$ cat src/rtl/ring_route_pkg.sv
// Shared route indices, arbiter state type and the route conflict matrix
// for the ring route arbiter.
package ring_route_pkg;

  localparam int NUM_ROUTES = 8;

  localparam logic [2:0] ROUTE_A = 3'd0;
  localparam logic [2:0] ROUTE_B = 3'd1;
  localparam logic [2:0] ROUTE_C = 3'd2;
  localparam logic [2:0] ROUTE_D = 3'd3;
  localparam logic [2:0] ROUTE_E = 3'd4;
  localparam logic [2:0] ROUTE_F = 3'd5;
  localparam logic [2:0] ROUTE_G = 3'd6;
  localparam logic [2:0] ROUTE_H = 3'd7;

  typedef enum logic [1:0] {
    SCAN  = 2'd0,
    CHECK = 2'd1,
    LOCK  = 2'd2
  } arb_state_t;

  // Row j lists the routes that may never be set together with route j.
  // Conflicting pairs: A-H, B-D, C-F, E-G. Leftmost element is row H.
  localparam logic [7:0][7:0] CONFLICT_MAP = {
    8'h01,  // H: A
    8'h10,  // G: E
    8'h04,  // F: C
    8'h40,  // E: G
    8'h02,  // D: B
    8'h20,  // C: F
    8'h08,  // B: D
    8'h80   // A: H
  };

  function automatic logic any_conflict(input logic [7:0] grant);
    logic hit;
    hit = 1'b0;
    for (int j = 0; j < NUM_ROUTES; j++) begin
      if (grant[j] && |(CONFLICT_MAP[j] & grant)) hit = 1'b1;
    end
    return hit;
  endfunction

endpackage

$ cat src/rtl/ring_route_arbiter_release_timer.sv
// Per-route busy flag: set on lock, held for RELEASE_CYCLES after the
// route is released, then cleared.
module route_release_timer #(
  parameter int RELEASE_CYCLES = 16
) (
  input  logic clk,
  input  logic rst,
  input  logic lock,
  input  logic start_hold,
  output logic busy
);

  localparam logic [7:0] HOLD = 8'(RELEASE_CYCLES);

  logic [7:0] count;

  // A nonzero count means release hold; busy with zero count means locked.
  always_ff @(posedge clk) begin
    if (rst) begin
      busy  <= 1'b0;
      count <= '0;
    end else if (lock) begin
      busy <= 1'b1;
    end else if (start_hold) begin
      count <= HOLD;
    end else if (count != '0) begin
      count <= count - 8'd1;
      if (count == 8'd1) busy <= 1'b0;
    end
  end

endmodule

$ cat src/rtl/ring_route_arbiter.sv
// Round-robin interlocking route arbiter with release hold and conflict alarm.
// Optional per-route starvation watchdog under macro ROUTE_WDOG_EN.
module ring_route_arbiter
  import ring_route_pkg::*;
#(
  parameter int RELEASE_CYCLES = 16,
  parameter int WDOG_CYCLES    = 64
) (
  input  logic       i_clk,
  input  logic       i_rst,
  input  logic [7:0] i_req,
  output logic [7:0] o_grant,
  output logic [7:0] o_busy,
  output logic       o_conflict_err,
`ifdef ROUTE_WDOG_EN
  output logic [7:0] o_starve,
`endif
  output arb_state_t o_state
);

  arb_state_t state;
  logic [2:0] ptr;
  logic [2:0] idx;
  logic [7:0] grant;
  logic       conflict_err;
  logic [7:0] lock_vec;
  logic [7:0] start_hold;
  logic       pick_ok;
  logic [2:0] pick;
  logic [2:0] cand;

  // Walk downward so the candidate closest to ptr is the one left standing.
  always_comb begin
    pick_ok = 1'b0;
    pick    = ptr;
    cand    = '0;
    for (int k = 7; k >= 0; k--) begin
      cand = ptr + 3'(k);
      if (i_req[cand] && !o_busy[cand]) begin
        pick_ok = 1'b1;
        pick    = cand;
      end
    end
  end

  always_comb begin
    lock_vec = '0;
    if (state == LOCK) lock_vec[idx] = 1'b1;
    start_hold = grant & ~i_req;
  end

  always_ff @(posedge i_clk) begin
    if (i_rst) begin
      state        <= SCAN;
      ptr          <= '0;
      idx          <= '0;
      grant        <= '0;
      conflict_err <= 1'b0;
    end else begin
      grant <= grant & i_req;
      case (state)
        SCAN: begin
          if (pick_ok) begin
            idx   <= pick;
            state <= CHECK;
          end
        end
        // o_busy is registered, so a release this cycle cannot free a conflict yet.
        CHECK: begin
          if (!i_req[idx] || |(CONFLICT_MAP[idx] & o_busy)) begin
            ptr   <= idx + 3'd1;
            state <= SCAN;
          end else begin
            state <= LOCK;
          end
        end
        LOCK: begin
          grant[idx] <= 1'b1;
          ptr        <= idx + 3'd1;
          state      <= SCAN;
        end
        default: state <= SCAN;
      endcase
      if (any_conflict(grant)) conflict_err <= 1'b1;
    end
  end

  for (genvar r = 0; r < NUM_ROUTES; r++) begin : g_route
    route_release_timer #(
      .RELEASE_CYCLES(RELEASE_CYCLES)
    ) u_timer (
      .clk       (i_clk),
      .rst       (i_rst),
      .lock      (lock_vec[r]),
      .start_hold(start_hold[r]),
      .busy      (o_busy[r])
    );
  end

`ifdef ROUTE_WDOG_EN
  localparam int WW = $clog2(WDOG_CYCLES + 1);
  logic [WW-1:0] wait_cnt [NUM_ROUTES];
  logic [7:0]    starve;

  // Counts only while a request waits ungranted; cleared as the grant rises.
  always_ff @(posedge i_clk) begin
    for (int r = 0; r < NUM_ROUTES; r++) begin
      if (i_rst || !i_req[r] || grant[r] || lock_vec[r]) begin
        wait_cnt[r] <= '0;
        starve[r]   <= 1'b0;
      end else if (wait_cnt[r] != WW'(WDOG_CYCLES)) begin
        wait_cnt[r] <= wait_cnt[r] + WW'(1);
        if (wait_cnt[r] == WW'(WDOG_CYCLES - 1)) starve[r] <= 1'b1;
      end
    end
  end

  assign o_starve = starve;
`endif

  assign o_grant        = grant;
  assign o_conflict_err = conflict_err;
  assign o_state        = state;

endmodule

$ cat config.mk
export PLATFORM = sky130hd
export DESIGN_NAME = ring_route_arbiter
export DESIGN_NICKNAME = d
export VERILOG_FILES = /design/src/rtl/ring_route_pkg.sv /design/src/rtl/ring_route_arbiter_release_timer.sv /design/src/rtl/ring_route_arbiter.sv
export SDC_FILE = /design/constraint.sdc
export NUM_CORES = 1
export LEC_CHECK = 0
export CORE_AREA = 2 2 124 102
export CTS_CLUSTER_DIAMETER = 200
export DETAILED_ROUTE_END_ITERATION = 10
export DIE_AREA = 0 0 126 104
export GPL_ROUTABILITY_DRIVEN = 0
export PLACE_DENSITY = 0.7
export RECOVER_POWER = 50
export SLEW_MARGIN = 10
export SYNTH_ARGS = -nofsm -noshare
export SYNTH_HDL_FRONTEND = slang
export SYNTH_SLANG_ARGS = --single-unit
$ cat constraint.sdc
create_clock -name i_clk -period 3 [get_ports i_clk]
set_input_delay 0.6 -clock i_clk [delete_from_list [all_inputs] [get_ports i_clk]]
set_output_delay 0.6 -clock i_clk [all_outputs]
set_load 0.02 [all_outputs]
==> reports/results.ini, run 1 <==
[clock_tree]
clock_latency_ps = 360
clkTransAtPathRegs_ps = 70
clock_tree.buffer_depth = 2
cts_root_buf = clkbuf_16
cts.htree.levels = 3
hold_buffers = 0
cts.sinks = 97
cts_buffers = 9
cts_tree = done

[global_route]
grt_pass1_wl_um = 23600
grt_overflow = 0
grt_max_degree = 45
grtUsageTotal_pct = 22.2
grt_pass1_vias = 4947
antenna_found_initial = 0

[floorplanning]
core_area_mm2 = 0.0119
die_w_um = 126
fp.dieArea_mm2 = 0.0131
rows = 36
start_util_pct = 49.0
chipHeight_um = 104
io_pins = 29

[setup_path]
cp_top_family = compound AO/OA/AOI/OAI gates
path_buf_inv = 3
crit_path_end_kind = register
arrival_ps = 3200
critPathKind = register to register
cp_slowest_stage_delay_ps = 380
worstPathCellList = inv_2 -> ha_4 -> buf_6 -> nor4b_2 -> nor4_4 -> buf_4 -> mux2i_4 -> a21o_1 -> a2bb2oi_1 -> a211o_1 -> a221o_1 -> a32oi_1
cp_max_fo = 8
worstPathRequired_ps = 3270
worstSetupStartpointType = register
rrSetupSlack_ps = 70
slowest_stage = nor4_4

[power]
p_comb_share_pct = 57.6
power_uw = 7980
sw_frac_of_total_pct = 42.7
clock_power_share_pct = 14.8
seqPwrFrac_pct = 27.6
ir_drop_uv = 562
intPower_uw = 4570
power_switching_uw = 3410
power_leakage_uw = 0.00291
p_per_area_mw_per_mm2 = 1140

[place]
port_buffers = 28
dp_slack_ps = -459
place_hpwl_um = 10500

[job]
drv_cap = 0

[finish]
nets = 781
fin_util_pct = 59.0
multi_input_area_mm2 = 0.00371
layout-drive-gt1-share_pct = 17.9
fill_cells = 1060
seq_area_mm2 = 0.00195
diodes = 0
area_growth_syn_to_layout_pct = 20.3

[detailed_routing]
drt-pass1-iter-count = 6
wl_per_cell_um = 16.2
drt_iter0_markers = 427
ant_nets = 0
vias = 5146
vias_per_cell = 5.69
drc = 0
wirelength_um = 14700

[yosys]
async_flop_share_pct = 0
synth_cell_type_count = 84
avgSynthCellArea_um2 = 8.64
synth-adder-area-share_pct = 4.94
yosys-mux-area-fraction_pct = 5.36
yosysSeqAreaShare_pct = 33.3
synth-simple-area-share_pct = 27.7
yosysWarnings = 0
yosys-top-cells-area = dfxtp_1 33%, nor2_1 6.4%, ha_1 4.9%, a21oi_1 4.8%, xor2_1 3.9%
synth.most_common_cell = nor2_1
ys.flop_type = dfxtp_1
synth_top_area_cell = dfxtp_1
syn_inst = 675
synth_xor_area_share_pct = 8.13
syn-cell-area_mm2 = 0.00583
synth_top_area_share_pct = 33.3
synth_compound_area_share_pct = 15.2
synth_top_family_by_area = simple AND/OR/NAND/NOR gates
syn-num-nets = 708
ys_top_cells_by_count = 100 x nor2_1, 97 x dfxtp_1, 56 x a21oi_1, 56 x nand2_1, 26 x xor2_1
synth_edf_count = 0
ys_ff_latch = 97

[timing]
setup_viol = 0
finClkSkew_ps = 9.77
whs_ps = 515
finalSetupTns_ps = 0
fmax_mhz = 341
finalHoldViolCount = 0
fin_ws_ps = 70.0
slew_violations = 0
finalCritPeriodShare_pct = 97.7
maxSlewHeadroom_pct = 52.3
fin_crit_ps = 2930
tightest_slew_ps = 709

[outcome]
status = completed

[hold_path]
worstHoldPathType = register to register

==> area by class of cell <==
| class | instances | share of cell area (%) |
|---|---|---|
| Clock buffer | 11 | 3.32 |
| Clock inverter | 5 | 0.910 |
| Tap cell | 152 | 2.71 |
| Timing Repair Buffer | 90 | 11.0 |
| Inverter | 28 | 1.50 |
| Sequential cell | 97 | 27.7 |
| Multi-Input combinational cell | 522 | 52.9 |
==> logic make-up (layout without fill, tap and decap cells) <==
kind of cell | after synthesis | after routing
adders and majority gates | 23 | 23
muxes | 18 | 18
buffers and inverters | 56 | 134
xor gates and xnor gates | 52 | 52
AOI/OAI and AO/OA | 129 | 129
and+or+nand+nor | 300 | 300
DFF | 97 | 97
==> final timing paths <==
kind,start,end,cells after the start
max,ptr[0],register,12
min,g_route[4].u_timer.count[1],g_route[4].u_timer.count[1],2
max reg2reg,ptr[0],register,12
min reg2reg,g_route[4].u_timer.count[1],g_route[4].u_timer.count[1],2
==> through the flow <==
| stage | instance area, µm² | std cells |
|---|---|---|
| 2_1_floorplan | 5830 | 675 |
| 3_3_place_gp | 6460 | 877 |
| 3_5_place_dp | 6460 | 877 |
| 4_1_cts | 6800 | 894 |
| 5_1_grt | 7010 | 905 |
| 6_report | 7010 | 905 |
==> power groups by stage <==
stage	sequential, µW	combinational [µW]	clock (µW)
final	2200	4600	1180
after global routing	2260	5070	1250
after CTS	2190	4210	1210
after detailed placement	2210	4120	0
after global placement	2180	3980	0
after floorplan	2060	3270	0
==> flip-flops by register name (all words and copies together), names as in the netlist, named ones only <==
register,flops
o_conflict_err,1
o_grant,8
o_state,2
g_route.u_timer.count,64
ptr,3
idx,3
g_route.u_timer.busy,8
==> metal layers <==
layer | global-route usage (%) | part of all wire (%)
met2 | 35.1 | 47
met5 | 0 | 0
met1 | 28.7 | 45
met3 | 6.22 | 5.1
met4 | 8.63 | 2.8
==> what timing repair did <==
item	in CTS	in global routing
resized for setup	8	34
pin swaps	3	23
setup buffers	1	11
endpoints found under the setup margin	9	10
==> worst register-to-register path: stages (launching register included) <==
cell and delay (ps):
dfxtp_2 350, inv_2 60, ha_4 330, buf_6 130, nor4b_2 50, nor4_4 380
buf_4 200, mux2i_4 100, a21o_1 180, a2bb2oi_1 120, a211o_1 320, a221o_1 370
a32oi_1 250
==> placed cells by master, fill, tap and decap left out, types with 5 or more instances in the layout <==
| master | count |
|---|---|
| a21oi_1 | 55 |
| a31oi_1 | 5 |
| buf_4 | 55 |
| buf_6 | 6 |
| clkbuf_16 | 9 |
| clkdlybuf4s50_1 | 6 |
| dfxtp_1 | 94 |
| dlygate4sd3_1 | 13 |
| dlymetal6s2s_1 | 6 |
| ha_1 | 22 |
| inv_1 | 24 |
| mux2i_1 | 6 |
| mux4_2 | 8 |
| nand2_1 | 56 |
| nand2b_1 | 17 |
| nand3_1 | 19 |
| nand3b_1 | 7 |
| nor2_1 | 99 |
| nor2b_1 | 19 |
| nor3_1 | 11 |
| nor4_1 | 12 |
| nor4b_1 | 7 |
| o21ai_0 | 13 |
| or3_1 | 6 |
| xnor2_1 | 25 |
| xor2_1 | 26 |
Power figures use the tool's default switching activity.
==> run 2, diff against run 1 <==
CORE_AREA = 2 2 121 99   (was 2 2 124 102)
DIE_AREA = 0 0 123 101   (was 0 0 126 104)
PLACE_DENSITY = 0.73   (was 0.7)
==> run 2 against run 1 <==
Effect of this change: the flow now finishes with violations (setup timing); final cell count is 1.5% higher; total power is 4.3% higher; clock skew is 2.0 ps lower; sequential share of layout area is 0.75 points lower; sequential power hardly changed; critical path depth is 1 lower; global-route usage is 2.6 points higher; die area is 5.2% lower; combinational power is 8.0% higher; core utilization is 4.8 points higher; largest power group unchanged.
==> reports/results.ini, run 2 (synthesized netlist as in run 1, its figures left out) <==
[setup_path]
cp_max_fo = 6
reg2reg_depth = 14
critPathKind = input pin to register
worstPathRequired_ps = 3260
r2r-start = ptr[1]
arrival_ps = 3290
rrSetupSlack_ps = -30
worstSetupStartpointType = input pin
crit_path_end_kind = register

[timing]
finalCritPeriodShare_pct = 101
fin_ws_ps = -34.9
tightest_slew_ps = 794
setup_viol = 7
finClkSkew_ps = 7.79
maxSlewHeadroom_pct = 46.6
slew_violations = 0
fin_crit_ps = 3030
finalHoldViolCount = 0
grt_setup_unrepaired = yes
fmax_mhz = 329
finalSetupTns_ps = -153

[clock_tree]
hold_buffers = 0
clkTransAtPathRegs_ps = 70
cts.sinks = 97
cts.htree.levels = 3
cts_tree = done
clock_latency_ps = 350
cts_buffers = 9
cts_root_buf = clkbuf_16
clock_tree.buffer_depth = 2

[finish]
fin_util_pct = 63.8
postLayoutCellArea_mm2 = 0.00720
layout-drive-gt1-share_pct = 20.2
layout_commonest_cell = nor2_1
area_growth_syn_to_layout_pct = 23.5
final_cell_mix = 98 x nor2_1, 95 x dfxtp_1, 75 x buf_4
regMostFlops = g_route.u_timer.count
largest_reg_flops = 64
nets = 799
diodes = 0

[global_route]
antenna_found_initial = 0
grt_pass1_wl_um = 24700
grtUsageTotal_pct = 24.8
grt_overflow = 0
grt_max_degree = 31
grt_pass1_vias = 5015

[detailed_routing]
ant_nets = 0
vias = 5338
drt_iter0_markers = 413
vias_per_cell = 5.81
wirelength_um = 16200
drt-pass1-iter-count = 5
drc = 0
wl_per_cell_um = 17.6

[power]
ir_drop_uv = 601
p_per_area_mw_per_mm2 = 1160
power_leakage_uw = 0.00301

[floorplanning]
io_pins = 29
die_w_um = 123
fp.dieArea_mm2 = 0.0124
rows = 35
chipHeight_um = 101
start_util_pct = 51.6
core_area_mm2 = 0.0113

[place]
port_buffers = 28
place_area_mm2 = 0.00649
place_hpwl_um = 10800

[job]
drv_cap = 0

[outcome]
violations = setup timing
status = complete, but fails checks

[hold_path]
hold_start = g_route[6].u_timer.count[1]
worstHoldPathType = register to register
whs_path_depth = 2
hold_end = g_route[6].u_timer.count[1]

-- run 2: critical path, cell delays in order --
cell and delay (ps):
dlygate4sd2_1 380, nand2b_1 130, mux4_2 520, buf_4 170
mux2i_4 270, a211oi_2 110, o311a_1 410, nor3_4 200
o31ai_4 120, buf_4 170, nor4_4 200
-- run 2: where the power goes --
| part | switching, µW | leakage, µW | internal, µW |
|---|---|---|---|
| Clock | 554 | 0.000142 | 606 |
| Combinational | 2650 | 0.00207 | 2320 |
| Sequential | 448 | 0.000799 | 1750 |
-- run 2: per-stage QoR --
stage               instances  setup WS, ps  hold WS [ps]  power, µW
floorplan                 675           114           454       5340
global placement          877          -377           471       6160
detailed placement        877          -484           479       6340
CTS                       898         -12.5           496       7620
global route              919          -139           516       8900
finish                    919         -34.9           493       8320
-- run 2: what timing repair did --
item	in CTS	in global routing
setup buffers	5	23
gates resized for setup	7	40
pin swaps	3	17
endpoints found under the setup margin	9	10
-- run 2: how the worst max path moves through the flow --
stage,end,start,slack (ps),cells after the start
after floorplan,register,ptr[1],110,12
after global placement,register,i_req[0],-380,9
after detailed placement,register,i_req[0],-480,9
after CTS,register,i_req[4],-10,9
after global routing,register,ptr[1],-140,14
final,register,i_req[0],-30,11
-- run 2: layer usage --
layer | wire length, µm | GRT usage, %
met1 | 6710 | 32.9
met5 | 0 | 0
met3 | 1130 | 4.30
met2 | 7750 | 39.9
met4 | 592 | 10.2
-- run 2: final cells by class --
| cell class | instances | area, µm² |
|---|---|---|
| well taps | 148 | 185 |
| fillers | 879 | 4100 |
| flip-flops and latches | 97 | 1940 |
| clock buffers | 10 | 239 |
| clock inverters | 6 | 62.6 |
| multi-input cells | 522 | 3780 |
| repair buffers | 108 | 890 |
| inverters | 28 | 105 |
==> run 3, diff against run 2 <==
ABC_CLOCK_PERIOD_IN_PS = 3000   (was unset)
GPL_TIMING_DRIVEN = 0   (was unset)
==> run 3 against run 2 <==
Effect of this change: via count decreased by 3.1%; sequential power down 3%; setup slack lost 48 ps; final cell count down 3.9%; the flow still finishes with violations (setup timing); largest cell class unchanged; final area decreased by 5.0%.
==> reports/results.ini, run 3 (synthesized netlist as in run 1, its figures left out) <==
[power]
clock_power_share_pct = 14.5
p_per_area_mw_per_mm2 = 1120
p_comb_share_pct = 57.7
power_uw = 7670
ir_drop_uv = 574
power_leakage_uw = 0.00274
seqPwrFrac_pct = 27.8
intPower_uw = 4330
sw_frac_of_total_pct = 43.5
power_switching_uw = 3330

[floorplanning]
fp.dieArea_mm2 = 0.0124
start_util_pct = 51.6
chipHeight_um = 101
rows = 35
die_w_um = 123
core_area_mm2 = 0.0113
io_pins = 29

[timing]
fin_crit_ps = 3080
finalCritPeriodShare_pct = 103
slew_violations = 0
setup_viol = 4
tightest_slew_ps = 826
fmax_mhz = 324
maxSlewHeadroom_pct = 44.9
finalSetupTns_ps = -159
finalHoldViolCount = 0
whs_ps = 500
grt_setup_unrepaired = yes
finClkSkew_ps = 8.36
fin_ws_ps = -82.5

[detailed_routing]
drc = 0
drt_iter0_markers = 420
vias = 5172
vias_per_cell = 5.86
ant_nets = 0
drt-pass1-iter-count = 6
wl_per_cell_um = 16.8
wirelength_um = 14900

[finish]
area_growth_syn_to_layout_pct = 17.4
nets = 763
layout_commonest_cell = nor2_1
final_cell_mix = 98 x nor2_1, 95 x dfxtp_1, 56 x nand2_1, 56 x a21oi_1, 26 x xor2_1
largest_reg_flops = 64
regMostFlops = g_route.u_timer.count
diodes = 0
layout-drive-gt1-share_pct = 14.6

[global_route]
grtUsageTotal_pct = 25.1
grt_max_degree = 17
grt_pass1_wl_um = 24400
grt_pass1_vias = 5024
antenna_found_initial = 0
grt_overflow = 0

[outcome]
violations = setup timing
status = complete, but fails checks

[job]
drv_cap = 0

[hold_path]
whs_path_depth = 2
worstHoldPathType = register to register

[clock_tree]
clkTransAtPathRegs_ps = 70
cts.htree.levels = 3
clock_tree.buffer_depth = 2
cts_buffers = 9
cts_root_buf = clkbuf_16
cts_tree = done
clock_latency_ps = 350
cts.sinks = 97

[setup_path]
critPathKind = register to register
r2r-start = ptr[0]
cp_max_fo = 10
crit_path_end_kind = register
reg2reg_depth = 11
worstPathRequired_ps = 3250
arrival_ps = 3330
crit_start = ptr[0]
rrSetupSlack_ps = -80
worstSetupStartpointType = register

[place]
place_hpwl_um = 10600
port_buffers = 28

[run 3: changes by cell type in the layout (fill, tap and decap cells not counted), moves of 3 or more]
cell	delta
a21oi_2	-3
buf_4	-50
clkdlybuf4s50_1	+4
dlygate4sd3_1	-4
clkbuf_1	+8
dlymetal6s2s_1	-3
[run 3: layout make-up]
class                   instances  area, µm²
plain buffers                  27        203
clock buffers                  11        253
clock inverters                 5       37.5
fillers                       952       4460
inverters                      28        118
multi-input cells             522       3700
flip-flops and latches         97       1950
well taps                     148        185
repair buffers                 45        393
[run 3: power by group through the flow]
stage / Combinational, µW / Clock, µW / Sequential (µW)
CTS: 4300 / 1130 / 2120
global placement: 3830 / 0 / 2100
finish: 4420 / 1110 / 2130
global route: 4900 / 1190 / 2190
detailed placement: 3960 / 0 / 2140
floorplan: 3270 / 0 / 2060
[run 3: metal layers]
metal	share of wire, %	global-route usage [%]
met1	45	33.8
met3	6.0	5.15
met4	2.0	8.22
met5	0	0
met2	47	40.2
[run 3: how the worst min path moves through the flow]
stage	from	to	slack, ps
final	g_route[6].u_timer.count[1]	g_route[6].u_timer.count[1]	500
after CTS	g_route[6].u_timer.count[1]	g_route[6].u_timer.count[1]	510
after detailed placement	g_route[6].u_timer.count[1]	g_route[6].u_timer.count[1]	490
after floorplan	g_route[6].u_timer.count[1]	g_route[6].u_timer.count[1]	450
after global placement	g_route[6].u_timer.count[1]	g_route[6].u_timer.count[1]	470
after global routing	o_grant[2]	o_grant[2]	540
[run 3: stage by stage]
stage          worst slack [ps]  cells  util, %  instance area [µm²]
2_1_floorplan               114    675        -                 5830
3_3_place_gp               -606    851     55.7                 6300
3_5_place_dp               -700    851     55.7                 6300
4_1_cts                   -56.4    882     60.1                 6790
5_1_grt                    -110    883     60.6                 6840
6_report                  -82.5    883     60.6                 6840
[run 3: what timing repair did]
item / CTS / global route
gates cloned: 0 / 0
resized for setup: 29 / 15
hold buffers: 0 / 0
pin swaps: 14 / 9
buffers inserted: 15 / 2
setup endpoints to repair: 13 / 9
[run 3: worst max-delay path: stages (launching register included)]
cell	delay [ps]
dfxtp_4	360
buf_4	150
buf_6	140
buf_12	140
buf_6	140
a31oi_1	370
a211oi_2	150
a21oi_1	440
nand2_1	100
a211o_1	330
a221o_1	400
a32oi_1	260
